===== src/rtl/id_char_tx.sv =====
// id_char_tx: serialises a loaded identifier string one character per clock
// and drives alongside each character the verdict an identifier recogniser
// is expected to give for it (letter followed by one or more digits).
module id_char_tx #(
    parameter int          MAX_LEN   = 8,
    parameter logic [7:0]  IDLE_CHAR = 8'd32
) (
    input  logic                           clk,
    input  logic                           reset,
    input  logic                           load_valid,
    output logic                           load_ready,
    input  logic [8*MAX_LEN-1:0]           load_data,
    input  logic [$clog2(MAX_LEN+1)-1:0]   load_len,
    output logic [7:0]                     char,
    output logic                           char_valid,
    output logic                           match,
    output logic                           busy,
    output logic                           done
);

    localparam int LW = $clog2(MAX_LEN + 1);

    typedef enum logic [1:0] {IDLE, SEND, GAP} state_t;
    typedef enum logic [1:0] {T_START, T_LET, T_DIG, T_ERR} trk_t;
    typedef enum logic [1:0] {C_L, C_D, C_O} cls_t;

    state_t               state;
    trk_t                 trk;
    logic [LW-1:0]        index;
    logic [LW-1:0]        len_q;
    logic [8*MAX_LEN-1:0] buf_q;
    logic [7:0]           next_char;
    logic [LW-1:0]        len_eff;
    trk_t                 trk_load;
    trk_t                 trk_send;

    // Unsigned byte compares only; anything outside the two ranges, including
    // codes >= 128, is "other".
    function automatic cls_t classify(input logic [7:0] c);
        if ((c >= 8'd65 && c <= 8'd90) || (c >= 8'd97 && c <= 8'd122))
            return C_L;
        else if (c >= 8'd48 && c <= 8'd57)
            return C_D;
        else
            return C_O;
    endfunction

    function automatic trk_t trk_next(input trk_t t, input logic [7:0] c);
        cls_t cl;
        cl = classify(c);
        case (t)
            T_START: return (cl == C_L) ? T_LET : T_ERR;
            T_LET:   return (cl == C_L) ? T_LET : ((cl == C_D) ? T_DIG : T_ERR);
            T_DIG:   return (cl == C_D) ? T_DIG : T_ERR;
            default: return T_ERR;
        endcase
    endfunction

    // Requested lengths beyond the buffer are clamped to the buffer size.
    function automatic logic [LW-1:0] sat_len(input logic [LW-1:0] n);
        if (n > LW'(MAX_LEN))
            return LW'(MAX_LEN);
        else
            return n;
    endfunction

    assign load_ready = (state == IDLE);
    assign len_eff    = sat_len(load_len);
    assign trk_load   = trk_next(T_START, load_data[7:0]);
    assign trk_send   = trk_next(trk, next_char);

    // Select the buffered character at the current index.
    always_comb begin
        next_char = buf_q[7:0];
        for (int k = 0; k < MAX_LEN; k++) begin
            if (index == LW'(k))
                next_char = buf_q[8*k +: 8];
        end
    end

    // String buffer: captured only on an accepted load so it is stable mid-string.
    always_ff @(posedge clk) begin
        if (load_valid && load_ready)
            buf_q <= load_data;
    end

    // Control FSM; outputs are registered so the state always names what is on the bus.
    always_ff @(posedge clk or posedge reset) begin
        if (reset) begin
            state      <= IDLE;
            trk        <= T_START;
            index      <= '0;
            len_q      <= '0;
            char       <= IDLE_CHAR;
            char_valid <= 1'b0;
            match      <= 1'b0;
            busy       <= 1'b0;
            done       <= 1'b0;
        end else begin
            case (state)
                IDLE: begin
                    done <= 1'b0;
                    // A zero-length load is consumed without leaving IDLE.
                    if (load_valid && len_eff != '0) begin
                        len_q      <= len_eff;
                        index      <= LW'(1);
                        trk        <= trk_load;
                        match      <= (trk_load == T_DIG);
                        char       <= load_data[7:0];
                        char_valid <= 1'b1;
                        busy       <= 1'b1;
                        state      <= SEND;
                    end
                end
                SEND: begin
                    if (index == len_q) begin
                        char       <= IDLE_CHAR;
                        char_valid <= 1'b0;
                        match      <= 1'b0;
                        busy       <= 1'b0;
                        done       <= 1'b1;
                        state      <= GAP;
                    end else begin
                        char  <= next_char;
                        trk   <= trk_send;
                        match <= (trk_send == T_DIG);
                        index <= index + LW'(1);
                    end
                end
                GAP: begin
                    done  <= 1'b0;
                    state <= IDLE;
                end
                default: state <= IDLE;
            endcase
        end
    end

endmodule


===== config.mk =====
export PLATFORM = sky130hd
export DESIGN_NAME = id_char_tx
export DESIGN_NICKNAME = d
export VERILOG_FILES = /design/src/rtl/id_char_tx.sv
export SDC_FILE = /design/constraint.sdc
export NUM_CORES = 1
export LEC_CHECK = 0
export ABC_AREA = 1
export BUFFER_PORTS_ARGS = -buffer_cell sky130_fd_sc_hd__buf_4
export CAP_MARGIN = 30
export CORE_MARGIN = 2
export CORE_UTILIZATION = 32
export DETAILED_ROUTE_END_ITERATION = 7
export MAX_ROUTING_LAYER = met4
export PLACE_DENSITY_LB_ADDON = 0.15
export SYNTH_ARGS = -nofsm -noshare
export SYNTH_HDL_FRONTEND = slang
export SYNTH_SLANG_ARGS = --single-unit

===== constraint.sdc =====
create_clock -name clk -period 5.3 [get_ports clk]
set_input_delay 0 -clock clk [delete_from_list [all_inputs] [get_ports clk]]
set_output_delay 0 -clock clk [all_outputs]
set_load 0.1 [all_outputs]

==> impl_metrics.tcl, run 1 <==
set metrics [dict create \
    status "completed" \
    drive_above_1_share_pct 22.6 \
    routed_wl_um 9510 \
    worst_slew_pin_slew_ps 899 \
    die_x_um 115 \
    yosys_warnings 0 \
    maxSlewHeadroom_pct 40.0 \
    power_leakage_nw 2.40 \
    cts_max_level 3 \
    path_cells "inv_1 -> ha_1 -> inv_1 -> nor2_1 -> inv_1 -> nand3_1 -> nand2_1 -> a22oi_2 -> nand2_1 -> nand3b_1 -> nor2_1 -> nor2_1" \
    die-area_sq_um 13100 \
    drc 0 \
    cp-end-kind "flop" \
    clock_skew_ps 7.10 \
    post_cts_resized 0 \
    hold_ws_ps 19.6 \
    clk_pin_slew_worst_paths_ps 60 \
    maxCapViolations 0 \
    ctsRootBufferMaster "clkbuf_16" \
    critPathLaunchType "flop" \
    slowest_delay_ps 540 \
    final_antenna_net_count 0 \
    antenna_found_initial 0 \
    synth_nets 451 \
    critPathBufInv 3 \
    worstSkewPairLatency_ps 330 \
    cp_max_fo 11 \
    vdd_ir_drop_max_v 0.000204 \
    worstSetupPathType "reg2reg" \
    maxClockFrequency_mhz 365 \
    syn_area_per_cell_sq_um 10.4 \
    grt_usage_pct 15.9 \
    grt_pass1_vias 3212 \
    rows 40 \
    cpMaxStageDelayCell "nor2_1" \
    fin_cells 682 \
    ys_types 35 \
    drtIter0Drc 162 \
    hp-class "in2reg" \
    gp_congestion 0.880 \
    cts_buffers 9 \
    fin_crit_sh_pct 51.7 \
    grt-ovfl-total 0 \
    drv_slew 0 \
    n_fill_cell 1135 \
    grt_max_degree 68 \
    area_growth_pct 44.4 \
    min_period_ps 2740 \
    dr.pass1.iters 4 \
    layout_setup_ws_ps 2560 \
    rsz0062_at_grt "false" \
    ys_seq_area_share_pct 63.9 \
    cts.sinks 87 \
    hpwl_um 6510 \
    ys_ff_latch 87 \
    vias 3043 \
    hold_viol 0 \
    placed_cells 597 \
    cpLargestDelayFamily "simple AND/OR/NAND/NOR gates" \
    portBuffers 83 \
    grt_first_pass_wirelength_um 15400 \
    tns_ps 0 \
    initial_core_util_pct 32.7 \
    vias_per_cell 4.46 \
    crit_required_ps 5530 \
    cts_tree "yes" \
    power_density_nw_per_um2 566 \
    setup_viol 0 \
    dp_slack_ps 2570 \
    core-area_sq_um 12000 \
    postSynthCellCount 376 \
    fin_nets 605 \
    antenna_cells 0 \
    cp.arrival_ps 2970 \
    die_y_um 115 \
    wl_per_cell_um 13.9 \
    cts_buffer_depth 2 \
    io_pins 84 \
    synth.cell_area_sq_um 3910 \
]
-- cell families (layout without fill, tap and decap cells) --
family / after synthesis / after routing / share of synthesized area, %
simple gates: 201 / 201 / 23.4
flops: 87 / 87 / 63.9
buf+inv: 44 / 203 / 4.93
compound gates: 36 / 36 / 5.60
fa+ha+maj: 4 / 4 / 1.28
xor+xnor: 4 / 4 / 0.896
-- cell usage in the layout, fill, tap and decap left out, types with 5 or more instances in the layout --
master	n
inv_1	29
dlygate4sd3_1	69
buf_4	84
edfxtp_1	64
nand3_1	42
nand2_1	84
inv_2	5
clkbuf_1	5
a21oi_1	8
o21ai_0	16
clkbuf_16	9
dfrtp_1	22
nor2_1	46
-- worst min-delay path, stage by stage --
cell and delay, ps:
buf_4 80, inv_1 70, o21ai_0 170
-- registers in the layout, summed over array words and instances, names as in the netlist --
register and cells:
buf_q 64, char 8, index 4, len_q 4
state 2, trk 2, busy 1, done 1
match 1
-- final timing paths --
kind / start / to / slack, ps / cells after the start
min: load_len[3] / len_q[3] / 20 / 3
max in group asynchronous: reset / trk[1] / 4330 / 3
max reg2reg: index[1] / trk[0] / 2560 / 12
min in group asynchronous: reset / done / 420 / 3
max: index[1] / trk[0] / 2560 / 12
min reg2reg: char[5] / char[5] / 470 / 2
-- metal layers --
metal	vias up	wire length (um)	track usage [%]
met3	11	337	3.07
met5	-	0	-
li1	1568	-	-
met2	68	4490	25.2
met1	1396	4500	20.1
met4	0	175	6.18
-- final cells by class --
class                      count  area (sq um)  share of cell area, %
inverter                      34           128                   2.26
sequential                    87          2500                   44.3
timing repair buffer         153          1320                   23.4
multi-input combinational    245          1220                   21.7
clock buffer                  15           258                   4.57
tap                          147           184                   3.26
clock inverter                 1          30.0                  0.532
-- report_power, final --
part	switching, W	total, W	leakage (nW)	internal (W)
sequential	0.0000922	0.00104	0.875	0.000953
clock	0.000244	0.000623	0.138	0.000379
combinational	0.00108	0.00152	1.39	0.000441
total	0.00142	0.00319	2.40	0.00177
-- stage by stage --
step / instance area (sq um) / power, W / util, %
3_3_place_gp: 4660 / 0.00254 / 39.0
4_1_cts: 5640 / 0.00322 / 47.2
6_report: 5640 / 0.00319 / 47.2
2_1_floorplan: 3910 / 0.00218 / -
3_5_place_dp: 4660 / 0.00255 / 39.0
5_1_grt: 5640 / 0.00342 / 47.2
-- cell usage after synthesis, drive strengths merged --
cell | number | area (sq um)
xor2 | 4 | 35.0
a21oi | 10 | 57.6
nor3b | 1 | 12.5
dfrtp | 22 | 551
clkbuf | 3 | 15.0
a22oi | 5 | 42.5
nand3b | 3 | 22.5
nand4 | 2 | 12.5
or2 | 10 | 62.6
buf | 7 | 50.1
edfxtp | 64 | 1920
nor3 | 2 | 10.0
nor2 | 52 | 225
o21ai | 17 | 85.1
a21boi | 1 | 11.3
dfstp | 1 | 26.3
nand3 | 42 | 210
nand2 | 88 | 345
nor4 | 1 | 12.5
inv | 34 | 128
ha | 4 | 50.1
o211ai | 3 | 22.5
-- timing repair --
action / CTS / global route
hold buffers: 69 / 0
buffers inserted: 0 / 0
endpoints found under the hold margin: 92 / 0
Note: power is estimated with default switching activity, not from simulation.
==> inputs of run 2 (changes only) <==
ABC_AREA = 0   (was 1)
clock period = 2.2 ns   (was 5.3 ns; I/O delays follow)
==> run 2 against run 1 <==
  * The flow now finishes with violations (setup timing)
  * Wire length grew 24%
  * Cell count grew 6.0%
  * Maximum frequency grew 14%
  * Die area grew 5.0%
  * Hold slack gained 81 ps
  * Sequential cell count is the same
  * Clock skew is essentially flat
  * Via count grew 13%
  * Global-route usage grew 2.5 points
  * Total power grew to 3.0 times the previous value
==> impl_metrics.tcl, run 2 <==
set metrics [dict create \
    cts.sinks 87 \
    grt-ovfl-total 0 \
    synth_nets 410 \
    synth_commonest_cells "64 x edfxtp_1, 25 x nand2_1, 22 x dfrtp_1" \
    layout_setup_ws_ps -199 \
    cts_buffers 9 \
    fin_crit_sh_pct 109 \
    antenna_found_initial 0 \
    ys_async_sr_fraction_pct 26.4 \
    die_x_um 117 \
    gp_congestion 0.846 \
    hpwl_um 8200 \
    grt_first_pass_wirelength_um 18900 \
    worstSkewPairLatency_ps 350 \
    fin_nets 621 \
    drtIter0Drc 260 \
    vdd_ir_drop_max_v 0.000596 \
    crit_required_ps 2430 \
    maxCapViolations 0 \
    synthTopCellsByArea "edfxtp_1 47%, dfrtp_1 13%, a21oi_1 2.3%" \
    hp-class "in2async" \
    final_util_pct 52.4 \
    final_common_cell "buf_4" \
    synth_top_cell_area_share_pct 46.7 \
    min_period_ps 2400 \
    power_leakage_nw 2.61 \
    postSynthCellCount 335 \
    grt_usage_pct 18.4 \
    dp_slack_ps -301 \
    multi_input_area_sq_um 1700 \
    seqCellArea_sq_um 2500 \
    top_regs "buf_q: 64 flops, char: 8 flops" \
    maxClockFrequency_mhz 417 \
    synth-edff-count 64 \
    clock_skew_ps 6.73 \
    cp-end-kind "flop" \
    portBuffers 83 \
    violations "setup timing" \
    dr.pass1.iters 4 \
    largest_reg_flops 64 \
    power_density_nw_per_um2 1450 \
    ctsRootBufferMaster "clkbuf_16" \
    cpMaxStageDelayCell "or4b_4" \
    critPathLaunchType "flop" \
    wl_per_cell_um 16.3 \
    drive_above_1_share_pct 39.9 \
    cpLargestDelayFamily "compound AO/OA/AOI/OAI gates" \
    drc 0 \
    final_cell_mix "146 x buf_4, 69 x dlygate4sd3_1, 64 x edfxtp_1" \
    largest-register "buf_q" \
    yosysMostFrequentCell "edfxtp_1" \
    timing.rr.start "index[0]" \
    maxSlewHeadroom_pct 57.0 \
    cts_max_level 3 \
    n_fill_cell 1091 \
    rows 41 \
    grt_pass1_vias 3612 \
    antenna_cells 0 \
    cts_tree "yes" \
    initial_core_util_pct 32.7 \
    routed_wl_um 11800 \
    slowest_delay_ps 530 \
    cts_buffer_depth 2 \
    io_pins 84 \
    synth_area_leader_cell "edfxtp_1" \
    grt_max_degree 68 \
    worstReg2RegEnd "trk[0]" \
    startpoint "index[0]" \
    die-area_sq_um 13800 \
    worstSetupPathType "reg2reg" \
    ys_ff_latch 87 \
    yosys_warnings 0 \
    die_y_um 117 \
    ys_seq_area_share_pct 60.8 \
    rr_worst_depth 8 \
    clk_pin_slew_worst_paths_ps 60 \
    rsz0062_at_grt "true" \
    ys_types 64 \
    worst_slew_pin_slew_ps 642 \
    critPathBufInv 2 \
    yosys_most_used_dff "edfxtp_1" \
    placed_cells 627 \
    final_antenna_net_count 0 \
    vias 3427 \
    hold_viol 0 \
    synth.cell_area_sq_um 4110 \
    setup_viol 5 \
    cp.arrival_ps 2630 \
    area_growth_pct 60.3 \
    drv_slew 0 \
    status "complete, but fails checks" \
    syn_area_per_cell_sq_um 12.3 \
    r2r_slack_ps -200 \
    path_cells "inv_4 -> ha_4 -> buf_4 -> o31a_1 -> a21oi_2 -> o31ai_2 -> or4b_4 -> o32a_1" \
    core-area_sq_um 12600 \
    fin_cells 723 \
    cp_max_fo 8 \
    vias_per_cell 4.74 \
]
## run 2: report_power, final
part           switching [W]  leakage [nW]  internal, W  total [W]
combinational        0.00306          1.61      0.00251    0.00558
clock               0.000614         0.129     0.000756    0.00137
sequential          0.000313         0.869      0.00230    0.00261
total                0.00399          2.61      0.00557    0.00956
## run 2: kinds of logic (layout without fill, tap and decap cells)
kind of cell,after synthesis,count (layout),share of synthesized area [%]
simple gates,104,104,14.6
xor+xnor,7,7,1.49
buf+inv,30,246,4.05
flops,87,87,60.8
fa+ha+maj,4,4,1.22
compound gates,99,99,16.9
mux,4,4,0.974
## run 2: worst max-delay path by stage
stage	end	slack (ps)	depth (start not counted)
floorplan	trk[1]	-190	7
global placement	trk[0]	-260	9
detailed placement	trk[0]	-300	9
CTS	trk[0]	-210	9
global route	trk[0]	-270	8
finish	trk[0]	-200	8
## run 2: timing repair
| item | 4_1_cts | 5_1_grt |
|---|---|---|
| hold endpoints to repair | 96 | 0 |
| gates resized for setup | 21 | 23 |
| setup buffers | 7 | 4 |
| pin swaps | 11 | 14 |
| endpoints found under the setup margin | 8 | 9 |
| hold buffers | 69 | 0 |
## run 2: per-layer routing
| layer | global-route usage [%] | vias to the layer above | wire (um) |
|---|---|---|---|
| li1 | - | 1691 | - |
| met1 | 23.4 | 1630 | 5430 |
| met2 | 28.1 | 89 | 5640 |
| met3 | 5.25 | 17 | 521 |
| met4 | 6.33 | 0 | 214 |
| met5 | - | - | 0 |
## run 2: layout make-up
cell class,count,share of cell area (%)
clock inverters,5,0.418
multi-input cells,218,25.8
repair buffers,221,28.5
inverters,9,0.550
well taps,172,3.26
clock buffers,11,3.53
flip-flops and latches,87,38.0
## run 2: worst register-to-register path: stages (launching register included)
cell and delay [ps]:
dfrtp_2 460, inv_4 70, ha_4 210, buf_4 170, o31a_1 300, a21oi_2 140, o31ai_2 100, or4b_4 530
o32a_1 300
## run 2: per-stage QoR
stage	cell area (sq um)	total power (W)	hold slack, ps	setup TNS [ps]
after detailed placement	5340	0.00751	179	-1240
after global placement	5340	0.00751	178	-1030
after floorplan	4200	0.00579	1.04	-335
final	6590	0.00956	100	-569
after CTS	6440	0.00934	132	-352
after global routing	6590	0.0101	99.8	-1060
==> inputs of run 3 (changes only) <==
--- a/config.mk
+++ b/config.mk
@@ -12,4 +12,5 @@
 export CORE_UTILIZATION = 32
 export DETAILED_ROUTE_END_ITERATION = 7
+export GPL_TIMING_DRIVEN = 0
 export MAX_ROUTING_LAYER = met4
 export PLACE_DENSITY_LB_ADDON = 0.15
==> constraint.sdc (replaced) <==
create_clock -name clk -period 2 [get_ports clk]
set_input_delay 0.3 -clock clk [delete_from_list [all_inputs] [get_ports clk]]
set_output_delay 0.3 -clock clk [all_outputs]
set_load 0.1 [all_outputs]
==> run 3 against run 2 <==
  * The run still ends with setup timing left
  * Sequential power increased by 8.0%
  * Setup slack got worse by 360 ps
  * Wire length increased by 0.32%
  * Clock power increased by 15%
  * Via count decreased by 6.4%
  * Hold slack improved by 18 ps
  * Register-to-register slack got worse by 360 ps
  * Core utilization decreased by 6.0 points
  * Clock skew decreased by 1.9 ps
  * Critical path type unchanged
  * Largest power group unchanged
==> impl_metrics.tcl, run 3 (same netlist as run 2, synthesis figures left out) <==
set metrics [dict create \
    status "complete, but fails checks" \
    violations "setup timing" \
    worst_slew_pin_slew_ps 910 \
    die_x_um 117 \
    die_y_um 117 \
    hp-class "in2reg" \
    grt_first_pass_wirelength_um 18600 \
    ctsRootBufferMaster "clkbuf_16" \
    final_antenna_net_count 0 \
    grt-ovfl-total 0 \
    worstSetupPathType "reg2reg" \
    crit_required_ps 2240 \
    p_switching_w 0.00469 \
    core-area_sq_um 12600 \
    cp-end-kind "flop" \
    grt_pass1_vias 3335 \
    p_comb_share_pct 58.6 \
    drv_slew 0 \
    drtIter0Drc 219 \
    cpMaxStageDelayCell "or4b_4" \
    power_density_nw_per_um2 1820 \
    area_growth_pct 42.0 \
    initial_core_util_pct 32.7 \
    power_leakage_nw 2.21 \
    clk_pin_slew_worst_paths_ps 60 \
    die-area_sq_um 13800 \
    largest_reg_flops 64 \
    min_period_ps 2560 \
    cp.arrival_ps 2790 \
    cts_buffers 9 \
    top_regs "buf_q: 64 flops, char: 8 flops" \
    drc 0 \
    fin_nets 522 \
    hold_viol 0 \
    worstSkewPairLatency_ps 350 \
    maxCapViolations 0 \
    grt_usage_pct 18.3 \
    p_int_w 0.00593 \
    final_util_pct 46.5 \
    fin_crit_sh_pct 128 \
    routed_wl_um 11800 \
    rsz0062_at_grt "true" \
    portBuffers 83 \
    placed_area_sq_um 5050 \
    path_cells "buf_4 -> ha_4 -> nor4_4 -> o22ai_2 -> a21oi_2 -> o31ai_4 -> or4b_4 -> o32a_1" \
    r2r_slack_ps -560 \
    largest-register "buf_q" \
    rows 41 \
    vias_per_cell 5.14 \
    antenna_found_initial 0 \
    setup_viol 11 \
    layout_setup_ws_ps -555 \
    cp_max_fo 6 \
    clock_skew_ps 4.86 \
    cts_tree "yes" \
    final_cell_mix "99 x buf_4, 64 x edfxtp_1, 24 x nand2_1" \
    hpwl_um 7960 \
    vdd_ir_drop_max_v 0.000682 \
    stdcell_area_sq_um 5840 \
    slowest_delay_ps 530 \
    wl_per_cell_um 19.0 \
    clkPwrFrac_pct 14.8 \
    critPathLaunchType "flop" \
    cts.sinks 87 \
    critPathBufInv 1 \
    final_common_cell "buf_4" \
    dr.pass1.iters 5 \
    tns_ps -2320 \
    antenna_cells 0 \
    p_sw_share_pct 44.2 \
    cpLargestDelayFamily "simple AND/OR/NAND/NOR gates" \
    cts_buffer_depth 2 \
    drive_above_1_share_pct 44.2 \
    grt_max_degree 69 \
    cts_max_level 3 \
    maxSlewHeadroom_pct 39.3 \
    vias 3208 \
    io_pins 84 \
    maxClockFrequency_mhz 391 \
    power_frac_seq_pct 26.6 \
    gp_congestion 0.851 \
]
==> run 3: cell types whose count changed in the layout (fill, tap and decap cells not counted), moves of 3 or more <==
cell / before / now
dlygate4sd3_1: 69 / 0
buf_4: 146 / 99
buf_6: 4 / 10
o21ai_0: 13 / 7
a21oi_2: 6 / 2
buf_2: 0 / 3
buf_8: 0 / 3
inv_6: 0 / 3
o21ai_1: 5 / 8
o21ai_2: 2 / 5
==> run 3: worst paths after layout <==
| path | endpoint | from | cells past startpoint |
|---|---|---|---|
| max in group asynchronous | index[1] | reset | 2 |
| hold / removal | buf_q[56] | load_data[56] | 1 |
| min in group asynchronous | busy | reset | 2 |
| hold reg to reg | done | done | 2 |
| setup / recovery | trk[0] | index[1] | 8 |
| setup reg to reg | trk[0] | index[1] | 8 |
==> run 3: power by group through the flow <==
stage	logic, W	clock network, W	registers [W]
after CTS	0.00604	0.00161	0.00282
after global routing	0.00663	0.00168	0.00287
after floorplan	0.00298	0	0.00342
final	0.00622	0.00157	0.00282
after detailed placement	0.00488	0	0.00285
after global placement	0.00487	0	0.00284
==> run 3: timing repair <==
action	in CTS	in global routing
gates cloned	2	1
pin swaps	9	9
buffers inserted	20	1
hold buffers	0	0
endpoints found under the setup margin	11	12
gates resized for setup	58	22
==> run 3: cell type report <==
class / count / area [sq um]
plain buffers: 21 / 233
clock buffers: 10 / 229
repair buffers: 101 / 791
clock inverters: 6 / 43.8
fillers: 1150 / 6730
well taps: 172 / 215
multi-input cells: 218 / 1790
flip-flops and latches: 87 / 2500
inverters: 9 / 36.3
==> run 3: layer usage <==
metal,vias up,part of all wire (%),GRT usage (%)
met2,100,48,27.3
met3,21,5.2,5.06
li1,1498,-,-
met1,1589,44,23.6
met4,0,2.6,7.45
met5,-,0,-
==> run 3: metrics by stage <==
step	cells	hold slack (ps)	total power (W)	worst slack, ps
after floorplan	335	301	0.00640	-390
after global placement	590	468	0.00771	-719
after detailed placement	590	473	0.00773	-673
after CTS	626	108	0.0105	-521
after global routing	624	104	0.0112	-596
final	624	119	0.0106	-555
